### config.mk
export PLATFORM = sky130hd
export DESIGN_NAME = binary_to_bcd_seq
export DESIGN_NICKNAME = d
export VERILOG_FILES = /design/src/rtl/binary_to_bcd_seq.sv
export SDC_FILE = /design/constraint.sdc
export NUM_CORES = 1
export LEC_CHECK = 0
export CAP_MARGIN = 40
export CELL_PAD_IN_SITES_DETAIL_PLACEMENT = 1
export CELL_PAD_IN_SITES_GLOBAL_PLACEMENT = 1
export CORE_ASPECT_RATIO = 1.4
export CORE_MARGIN = 5
export CORE_UTILIZATION = 30
export DETAILED_ROUTE_END_ITERATION = 10
export PLACE_DENSITY_LB_ADDON = 0.1
export SLEW_MARGIN = 20
export SYNTH_ARGS = -nofsm -noshare
export SYNTH_HDL_FRONTEND = slang
export SYNTH_SLANG_ARGS = --single-unit
export TNS_END_PERCENT = 5
### constraint.sdc
create_clock -name i_clk -period 2.1 [get_ports i_clk]
set_clock_uncertainty 0.05 [all_clocks]
set_input_delay 0.21 -clock i_clk [delete_from_list [all_inputs] [get_ports i_clk]]
set_output_delay 0.21 -clock i_clk [all_outputs]
set_load 0.01 [all_outputs]
### src/rtl/binary_to_bcd_seq.sv
// binary_to_bcd_seq
// Sequential binary-to-BCD converter using the shift-and-add-3 (double-dabble)
// method. One operand bit is consumed per clock through a single shared
// adjust-and-shift datapath. A three-state controller sequences the work:
// IDLE accepts a request, CONVERT iterates, and DONE pulses the done flag.

module binary_to_bcd_seq #(
   parameter int WIDTH  = 8,
   parameter int DIGITS = 3
) (
   input  logic                  i_clk,
   input  logic                  i_rst,
   input  logic                  i_start,
   input  logic [WIDTH-1:0]      i_bin,
   output logic                  o_busy,
   output logic                  o_done,
   output logic [4*DIGITS-1:0]   o_bcd
);

   localparam int CNTW = $clog2(WIDTH + 1);
   localparam int BCDW = 4 * DIGITS;

   typedef enum logic [1:0] {
      IDLE    = 2'b00,
      CONVERT = 2'b01,
      DONE    = 2'b10
   } state_t;

   state_t            r_state;
   state_t            w_nextState;
   logic [WIDTH-1:0]  r_shiftReg;
   logic [BCDW-1:0]   r_acc;
   logic [CNTW-1:0]   r_cnt;
   logic [BCDW-1:0]   r_bcd;
   logic [BCDW-1:0]   w_accAdj;
   logic [BCDW-1:0]   w_accShift;
   logic              w_lastIter;

   // The final iteration is the one that starts with a single bit left to consume.
   assign w_lastIter = (r_cnt == CNTW'(1));

   // Add 3 to every digit that is 5 or more, so that the coming shift carries
   // correctly into the next decimal digit. The adjusted digit is never above 12,
   // so no carry ever crosses a digit boundary.
   always_comb begin
      w_accAdj = r_acc;
      for (int d = 0; d < DIGITS; d++) begin
         if (r_acc[4*d +: 4] >= 4'd5) begin
            w_accAdj[4*d +: 4] = r_acc[4*d +: 4] + 4'd3;
         end
      end
   end

   // Shift the adjusted accumulator left by one. The next operand bit, taken
   // from the MSB of the shift register, enters at bit 0.
   always_comb begin
      w_accShift = (w_accAdj << 1) | {{(BCDW-1){1'b0}}, r_shiftReg[WIDTH-1]};
   end

   // State register. Reset and any unused encoding both lead back to IDLE.
   always_ff @(posedge i_clk) begin
      if (i_rst) begin
         r_state <= IDLE;
      end else begin
         r_state <= w_nextState;
      end
   end

   // Next-state logic. start matters only in IDLE; DONE always lasts one cycle.
   always_comb begin
      w_nextState = IDLE;
      case (r_state)
         IDLE:    w_nextState = i_start ? CONVERT : IDLE;
         CONVERT: w_nextState = w_lastIter ? DONE : CONVERT;
         DONE:    w_nextState = IDLE;
         default: w_nextState = IDLE;
      endcase
   end

   // Datapath registers. The operand is loaded on acceptance, one bit is
   // processed per CONVERT cycle, and the result is published on the last one.
   always_ff @(posedge i_clk) begin
      if (i_rst) begin
         r_shiftReg <= '0;
         r_acc      <= '0;
         r_cnt      <= '0;
         r_bcd      <= '0;
      end else begin
         case (r_state)
            IDLE: begin
               if (i_start) begin
                  r_shiftReg <= i_bin;
                  r_acc      <= '0;
                  r_cnt      <= CNTW'(WIDTH);
               end
            end
            CONVERT: begin
               r_shiftReg <= r_shiftReg << 1;
               r_acc      <= w_accShift;
               r_cnt      <= r_cnt - CNTW'(1);
               if (w_lastIter) begin
                  r_bcd <= w_accShift;
               end
            end
            default: begin
            end
         endcase
      end
   end

   // Handshake outputs are decoded from the state register alone, so start
   // never reaches them combinationally.
   assign o_busy = (r_state == CONVERT) || (r_state == DONE);
   assign o_done = (r_state == DONE);
   assign o_bcd  = r_bcd;

endmodule

After elaboration in Yosys (flattened, before gate mapping)
Cells that the tools add are included.
{"block": "classes", "add_sub_neg": 4, "order_cmp": 3, "eq_ne": 4, "muxes": 12, "n_bitwise": 1, "n_reduce_logical": 5}
{"operator": "12-bit one-hot mux with 2 select lines", "count": 1}
{"operator": "8-bit one-hot mux with 2 select lines", "count": 1}
{"operator": "4-bit by 3-bit >= comparator with 1-bit output, second input constant", "count": 3}
{"operator": "12-bit 2-to-1 mux", "count": 1}
{"operator": "4-bit 2-to-1 mux", "count": 3}
{"operator": "12-bit by 1-bit bitwise OR with 12-bit output", "count": 1}
{"operator": "4-bit by 2-bit adder with 4-bit output, second input constant", "count": 2}
{"operator": "8-bit 2-to-1 mux", "count": 1}
{"operator": "4-bit one-hot mux with 2 select lines", "count": 1}
{"operator": "4-bit by 1-bit == test with 1-bit output, second input constant", "count": 1}
{"operator": "2-bit one-hot mux with 2 select lines", "count": 1}
{"operator": "2-bit AND reduction", "count": 2}
{"operator": "4-bit by 1-bit subtractor with 4-bit output, second input constant", "count": 1}
{"operator": "3-bit by 2-bit adder with 3-bit output, second input constant", "count": 1}
{"operator": "3-bit 2-to-1 mux", "count": 1}
{"operator": "2-bit by 1-bit == test with 1-bit output, second input constant", "count": 1}
{"operator": "2-bit == test, second input constant", "count": 1}
{"operator": "2-bit logical NOT", "count": 1}
{"operator": "2-bit 2-to-1 mux", "count": 1}
{"operator": "2-bit inequality test, second input constant", "count": 1}
{"operator": "2-bit nonzero test", "count": 1}
{"operator": "1-bit logical OR", "count": 1}
{"operator": "1-bit 2-to-1 mux", "count": 1}
{"block": "word_totals", "reg_bits": 38, "inputBits": 11, "elab_cells": 34}

Longest topological paths before layout
Gate-level depths: netlist (run 1).
{"block": "logic_depth", "ltp_word": 4, "ltp_mapped": 8, "mapped_depth_nobuf": 6}

Least setup slack after synthesis (run 1)
No wires, ideal clock.
{"block": "synth_path", "path_type": "register to register", "start": "register r_acc[1]", "end": "register r_acc[2]", "t_arrival_ps": 1371, "t_required_ps": 1976, "slack_ps": 605, "path_stages_with_launch": 7, "path_buffers": 0, "cell_sequence": "dfxtp_1 inv_1 ha_1 nand2b_1 a21oi_1 mux2_2 o21ai_0"}
{"block": "synth_via", "elab_chain_cells": 4, "word_cells_on_any_way": 5, "classes_between": "1 x add/sub; 1 x order compare; 2 x mux; 1 x bitwise"}
{"item": "start, declared", "line": "32", "rtl": "logic [BCDW-1:0] r_acc;"}
{"item": "start signal, assigned", "line": "99", "rtl": "r_acc <= w_accShift;"}
{"item": "4-bit by 2-bit adder with 4-bit output / 4-bit by 3-bit >= comparator with 1-bit output (equally long branches)", "line": "49, 48"}
{"item": "4-bit 2-to-1 mux *", "line": "48", "rtl": "if (r_acc[4*d +: 4] >= 4'd5) begin"}
{"item": "12-bit by 1-bit bitwise OR with 12-bit output *", "line": "57", "rtl": "w_accShift = (w_accAdj << 1) | {{(BCDW-1){1'b0}}, r_shiftReg[WIDTH-1]};"}
{"item": "12-bit one-hot mux with 2 select lines *", "line": "89", "rtl": "case (r_state)"}
Every way passes the cells marked *; elsewhere a longest branch is shown, timed or not.
A chain may end at the register's enable or synchronous reset.

Worst setup path after layout (run 1)
{"block": "layout_path", "start": "register r_state[0]", "end": "register r_acc[10]"}
{"block": "layout_via", "elab_chain_cells": 3, "word_cells_on_any_way": 6, "classes_between": "2 x eq/ne; 1 x mux; 3 x reduce/logical"}
{"item": "start, declared", "line": "29", "rtl": "state_t r_state;"}
{"item": "start signal, assigned", "line": "65", "rtl": "r_state <= w_nextState;"}
{"item": "2-bit by 1-bit == test with 1-bit output / 2-bit logical NOT (equally long branches)", "line": "89"}
{"item": "2-bit nonzero test (no source line) / 2-bit inequality test (equally long branches)"}
{"item": "2-bit AND reduction (no source line)"}
Several ways; a longest one is shown, not always the timed one.

==> run metrics, run 1 <==
most common flop cell mapped by yosys=dfxtp_1; worst r2r path cells=6; share of the synthesized area in the top cell type=0.405; total power draw=1610 µW; core area=6170 µm²; Placed Cells=291; total clock sinks=38; post-route design area=2270 µm²; vias in the first global route=about 1700; die area=roughly 8000 µm²; initial antenna violation count=0; Power Dens Cells=710 nW/µm²; Row Count=34; largest net degree at the start of global routing=21; Synth warnings=0; Synth Instances=approximately 200; Ant. Diodes=0; status=finished clean; Synth Register Bits=38; TritonCTS clock tree=yes; post-layout min period=between 1.5 and 2 ns; Iteration-0 DRC Markers=between 50 and 60; initial core utilization=0.304; placed cell area=2160 µm²; Fmax=552 MHz; Worst Max-Slew Pin Slew=0.430 ns; max-cap violations=0; DR vias/cell=5.05; post-CTS setup buffers=0; maximum clock insertion buffer count=2; arrival time at the worst endpoint=1.98 ns; Final Hold Fails=0; most frequent cells in the layout=38 x dfxtp_1, 24 x clkdlybuf4s50_1, 17 x a21oi_1; GRT Util Overall=0.124; Post-Syn Nets=~220; Synth area leaders=dfxtp_1 41%, ha_1 7.3%, a21oi_1 4.5%; Crit Path Class=reg2reg; WHS Path Cells=2; TritonRoute pass-1 iters=4; area leader, netlist=dfxtp_1; worst min-delay path class=reg2reg; TritonCTS Buffers=5; overall die height=104 µm; HPWL after DPL=3400 µm; Synth async-reset ratio=0; final setup fails=0; VDD IR max=0.337 mV; layout cells sized above 1=0.167; syn_area_per_cell=9.34 µm²; die width=76.8 µm; antenna-violating nets left=0; CP Max Fanout=11; Critical Path RT=approximately 2.3 ns; Tcrit/Tclk final=0.863; Final TNS setup=0 ns; most common cell after layout, fill and taps aside=dfxtp_1; EDFF count, synth=0; H-tree levels=2; unrepaired setup endpoints after global routing=false; clock-pin slew on the worst setup and hold paths=0.08 ns; Root Driver=clkbuf_8; vias=1511; wire per inst=around 16 µm; synthesized area=1880 µm²; crit end category=flop; Synth cell types=37; fin nets=approximately 250; Setup crit start kind=flop; Buffers on Ports=24; Total Routed Length=4710 µm; non-filler cells, final=between 200 and 300; Static Leak=0.000790 µW; routability-driven placement congestion ratio=0.794; first-pass GRT wire length=8020 µm; post-CTS sizing=0; Slew headroom=0.713; sequential area share after synthesis=0.405; Congestion Overflow GR=0; Max Slew Vio Count=0; clock latency at the later pin of the worst-skew pair=slightly below 0.3 ns; io pins=25; Remaining DRCs=0; cts hold-fix bufs=0; synthesis-to-finish area growth=21.1%
where the power goes:
group | leakage, µW | internal, µW | switching, µW | total, µW
Sequential | 0.000309 | 751 | 21.9 | 773
Combinational | 0.000423 | 96.3 | 125 | 221
Clock | 0.0000579 | 350 | 269 | 619
Total | 0.000790 | 1200 | 416 | 1610
cell families after synthesis:
kind of cell | share of synthesized area
multiplexers | 0.0340
buffers and inverters | 0.0693
flip-flops | 0.405
XOR/XNOR | 0.0140
adder cells (fa/ha/maj) | 0.0733
AND/OR/NAND/NOR | 0.199
AO/OA/AOI/OAI | 0.205
worst paths after layout:
path | start | end | slack [ns]
max | r_state[0] | r_acc[10] | 0.29
max reg2reg | r_state[0] | r_acc[10] | 0.29
min | r_acc[11] | r_acc[11] | 0.42
min reg2reg | r_acc[11] | r_acc[11] | 0.42
state kept, by name, summed over array words and instances (netlist names):
signal,flops
o_bcd,12
r_acc,12
r_shiftReg,8
r_cnt,4
r_state,2
metal layers:
layer | share of wire | up-vias | track usage
li1 | - | 753 | -
met1 | 0.42 | 723 | 0.140
met2 | 0.52 | 24 | 0.217
met3 | 0.031 | 11 | 0.0286
met4 | 0.027 | 0 | 0.0538
met5 | 0 | - | 0
synthesized netlist by cell type, types with 2 or more instances:
| master | instances |
|---|---|
| a211oi_1 | 4 |
| a211oi_2 | 4 |
| a21oi_1 | 17 |
| and3_2 | 3 |
| buf_2 | 2 |
| buf_6 | 5 |
| clkbuf_1 | 4 |
| dfxtp_1 | 38 |
| ha_1 | 11 |
| inv_1 | 11 |
| mux2_2 | 3 |
| mux2i_1 | 3 |
| nand2_1 | 10 |
| nand2b_1 | 10 |
| nand2b_2 | 2 |
| nand3_1 | 3 |
| nand3b_1 | 4 |
| nor2_1 | 15 |
| nor2_2 | 3 |
| nor3_1 | 6 |
| nor3b_1 | 5 |
| o21ai_0 | 8 |
| o22ai_1 | 10 |
| o32ai_2 | 5 |
| xnor2_1 | 3 |
worst max-delay path, stage by stage, from the launching register on:
cell and delay (ns):
dfxtp_1 0.34, inv_1 0.06, ha_1 0.26, nand2b_2 0.26
nand2_2 0.15, or2_1 0.40, o21ai_0 0.22
per-stage QoR:
| stage | hold WS (ns) | utilization | setup WS, ns |
|---|---|---|---|
| floorplan | 0.308 | - | 0.605 |
| global placement | 0.411 | 0.351 | 0.310 |
| detailed placement | 0.410 | 0.351 | 0.248 |
| CTS | 0.424 | 0.368 | 0.262 |
| global route | 0.451 | 0.368 | 0.142 |
| finish | 0.420 | 0.368 | 0.288 |
cell type report:
type | instances | area, µm²
clock buffer | 5 | 68.8
fill | 715 | 3900
clock inverter | 3 | 40.0
sequential | 38 | 761
tap | 72 | 90.1
multi-input combinational | 140 | 986
inverter | 11 | 41.3
timing repair buffer | 30 | 285
Power figures use the tool's default switching activity.
==> inputs of run 2 (changes only) <==
--- a/config.mk
+++ b/config.mk
@@ -12,6 +12,7 @@
 export CORE_MARGIN = 5
 export CORE_UTILIZATION = 30
 export DETAILED_ROUTE_END_ITERATION = 10
+export HOLD_SLACK_MARGIN = 0.12
 export PLACE_DENSITY_LB_ADDON = 0.1
 export SLEW_MARGIN = 20
 export SYNTH_ARGS = -nofsm -noshare
==> results of run 2 <==
The final DEF is identical to that of run 1; final timing and power are the same.
==> inputs of run 3 (changes only) <==
--- a/config.mk
+++ b/config.mk
@@ -10,7 +10,7 @@
 export CELL_PAD_IN_SITES_GLOBAL_PLACEMENT = 1
 export CORE_ASPECT_RATIO = 1.4
 export CORE_MARGIN = 5
-export CORE_UTILIZATION = 30
+export CORE_UTILIZATION = 41
 export DETAILED_ROUTE_END_ITERATION = 10
 export HOLD_SLACK_MARGIN = 0.12
 export PLACE_DENSITY_LB_ADDON = 0.1
==> run metrics, run 3 (synthesized netlist as in run 1, its figures left out) <==
Tcrit/Tclk final=0.838 (-0.0254); Fmax=568 MHz (+3.0%); Multi-input gate area=986 µm² (unchanged); crit end category=flop; post-CTS setup buffers=0 (unchanged); FILL cells=537 (-25%); antenna-violating nets left=0 (unchanged); WP depth=6 (unchanged); Clock power frac=0.345 (-0.039); Max Slew Vio Count=0 (unchanged); Static Leak=0.000779 µW (-1.4%); core area=4500 µm² (-27%); Worst Max-Slew Pin Slew=0.407 ns (-0.0233 ns); Final Util=0.499 (+0.131); Remaining DRCs=0 (unchanged); Root Driver=clkbuf_8; Row Count=29 (-15%); GRT Util Overall=0.166 (+0.0421); initial core utilization=0.417 (+0.113); Critical Path RT=2.25 ns (about the same); status=finished clean; DR vias/cell=5.23 (+3.5%); worst min-delay path class=reg2reg; crit-path cells=inv_1 > ha_1 > nand2b_2 > nand2_2 > or2_1 > o32ai_2; Seq pwr share=0.511 (+0.032); Gate power share=0.145 (+0.008); first-pass GRT wire length=7840 µm (-2.2%); switching power=402 µW (-3.3%); synthesis-to-finish area growth=19.7%; overall die height=90.1 µm (-13%); max-cap violations=0 (unchanged); unrepaired setup endpoints after global routing=false; post-layout min period=1.76 ns (-0.0533 ns); io pins=25 (unchanged); layout cells sized above 1=0.167 (unchanged); most common cell after layout, fill and taps aside=dfxtp_1; WHS Path Cells=2 (unchanged); crit-path max cell delay=0.40 ns (about the same); Power Internal=1110 µW (-7.2%); worst r2r path cells=6 (unchanged); worst path bufs/invs=1 (unchanged); Buffers on Ports=24 (unchanged); cts hold-fix bufs=0 (unchanged); TritonRoute pass-1 iters=4 (unchanged); Crit Path Class=reg2reg; Congestion Overflow GR=0 (unchanged); Reg area=761 µm² (unchanged); Power Dens Cells=674 nW/µm² (-5.1%); clock latency at the later pin of the worst-skew pair=0.29 ns (about the same); Ant. Diodes=0 (unchanged); fin nets=248 (unchanged); die width=67.2 µm (-13%); Slowest-stage cell, CP=or2_1; HPWL after DPL=3330 µm (-2.1%); Iteration-0 DRC Markers=26 (-55%); largest net degree at the start of global routing=29 (+38%); Final TNS setup=0 ns (unchanged); die area=6050 µm² (-24%); CP top delay family=simple AND/OR/NAND/NOR gates; VDD IR max=0.351 mV (+4.2%); arrival time at the worst endpoint=1.91 ns (-0.07 ns); clock-pin slew on the worst setup and hold paths=0.08 ns (about the same); Final Hold Fails=0 (unchanged); Total Routed Length=4500 µm (-4.3%); most frequent cells in the layout=38 x dfxtp_1, 24 x clkdlybuf4s50_1, 17 x a21oi_1; CP Max Fanout=11 (unchanged); Slew headroom=0.729 (+0.0155); vias in the first global route=1681 (-0.41%); H-tree levels=2 (unchanged); routability-driven placement congestion ratio=0.713 (-10%); vias=1511 (unchanged); Net Sw Frac=0.266 (+0.00795); TritonCTS clock tree=yes; TritonCTS Buffers=5 (unchanged); post-CTS sizing=0 (unchanged); final setup fails=0 (unchanged); initial antenna violation count=0 (unchanged); maximum clock insertion buffer count=2 (unchanged); wire per inst=15.6 µm (-1.0%); Setup crit start kind=flop; total clock sinks=38 (unchanged)
==> run 3: worst min-delay path: cells and delay by family (launching register included) <==
| family | cells | cell delay (ns) |
|---|---|---|
| simple gates | 1 | 0.06 |
| compound gates | 1 | 0.05 |
| flops | 1 | 0.33 |
==> run 3: layer usage <==
metal	track usage	up-vias	part of all wire
li1	-	751	-
met1	0.196	730	0.43
met2	0.290	25	0.53
met3	0.0387	5	0.027
met4	0.0474	0	0.010
met5	0	-	0
==> run 3: metrics by stage <==
stage                     worst slack [ns]  instance area [µm²]  hold WS [ns]  total power [µW]  cells
after floorplan                      0.605                 1880         0.308               948    201
after global placement               0.288                 2150         0.408              1000    281
after detailed placement             0.233                 2150         0.419              1010    281
after CTS                            0.324                 2250         0.434              1540    289
after global routing                 0.174                 2250         0.462              1600    289
final                                0.341                 2250         0.432              1510    289
==> run 3: worst paths after layout <==
path	from	to	slack, ns
max	r_state[0]	r_acc[4]	0.34
min	r_acc[11]	r_acc[11]	0.43
max reg2reg	r_state[0]	r_acc[4]	0.34
min reg2reg	r_acc[11]	r_acc[11]	0.43
==> run 3: layout make-up <==
class                   count  area share
multi-input cells         140       0.439
flip-flops and latches     38       0.339
repair buffers             30       0.127
clock buffers               6      0.0368
well taps                  62      0.0345
inverters                  11      0.0184
clock inverters             2     0.00557
==> run 3: power groups by stage <==
stage	Combinational (µW)	Clock (µW)	Sequential, µW
after floorplan	164	0	784
after global placement	212	0	788
after detailed placement	220	0	789
after CTS	222	541	773
after global routing	246	578	776
final	219	522	773
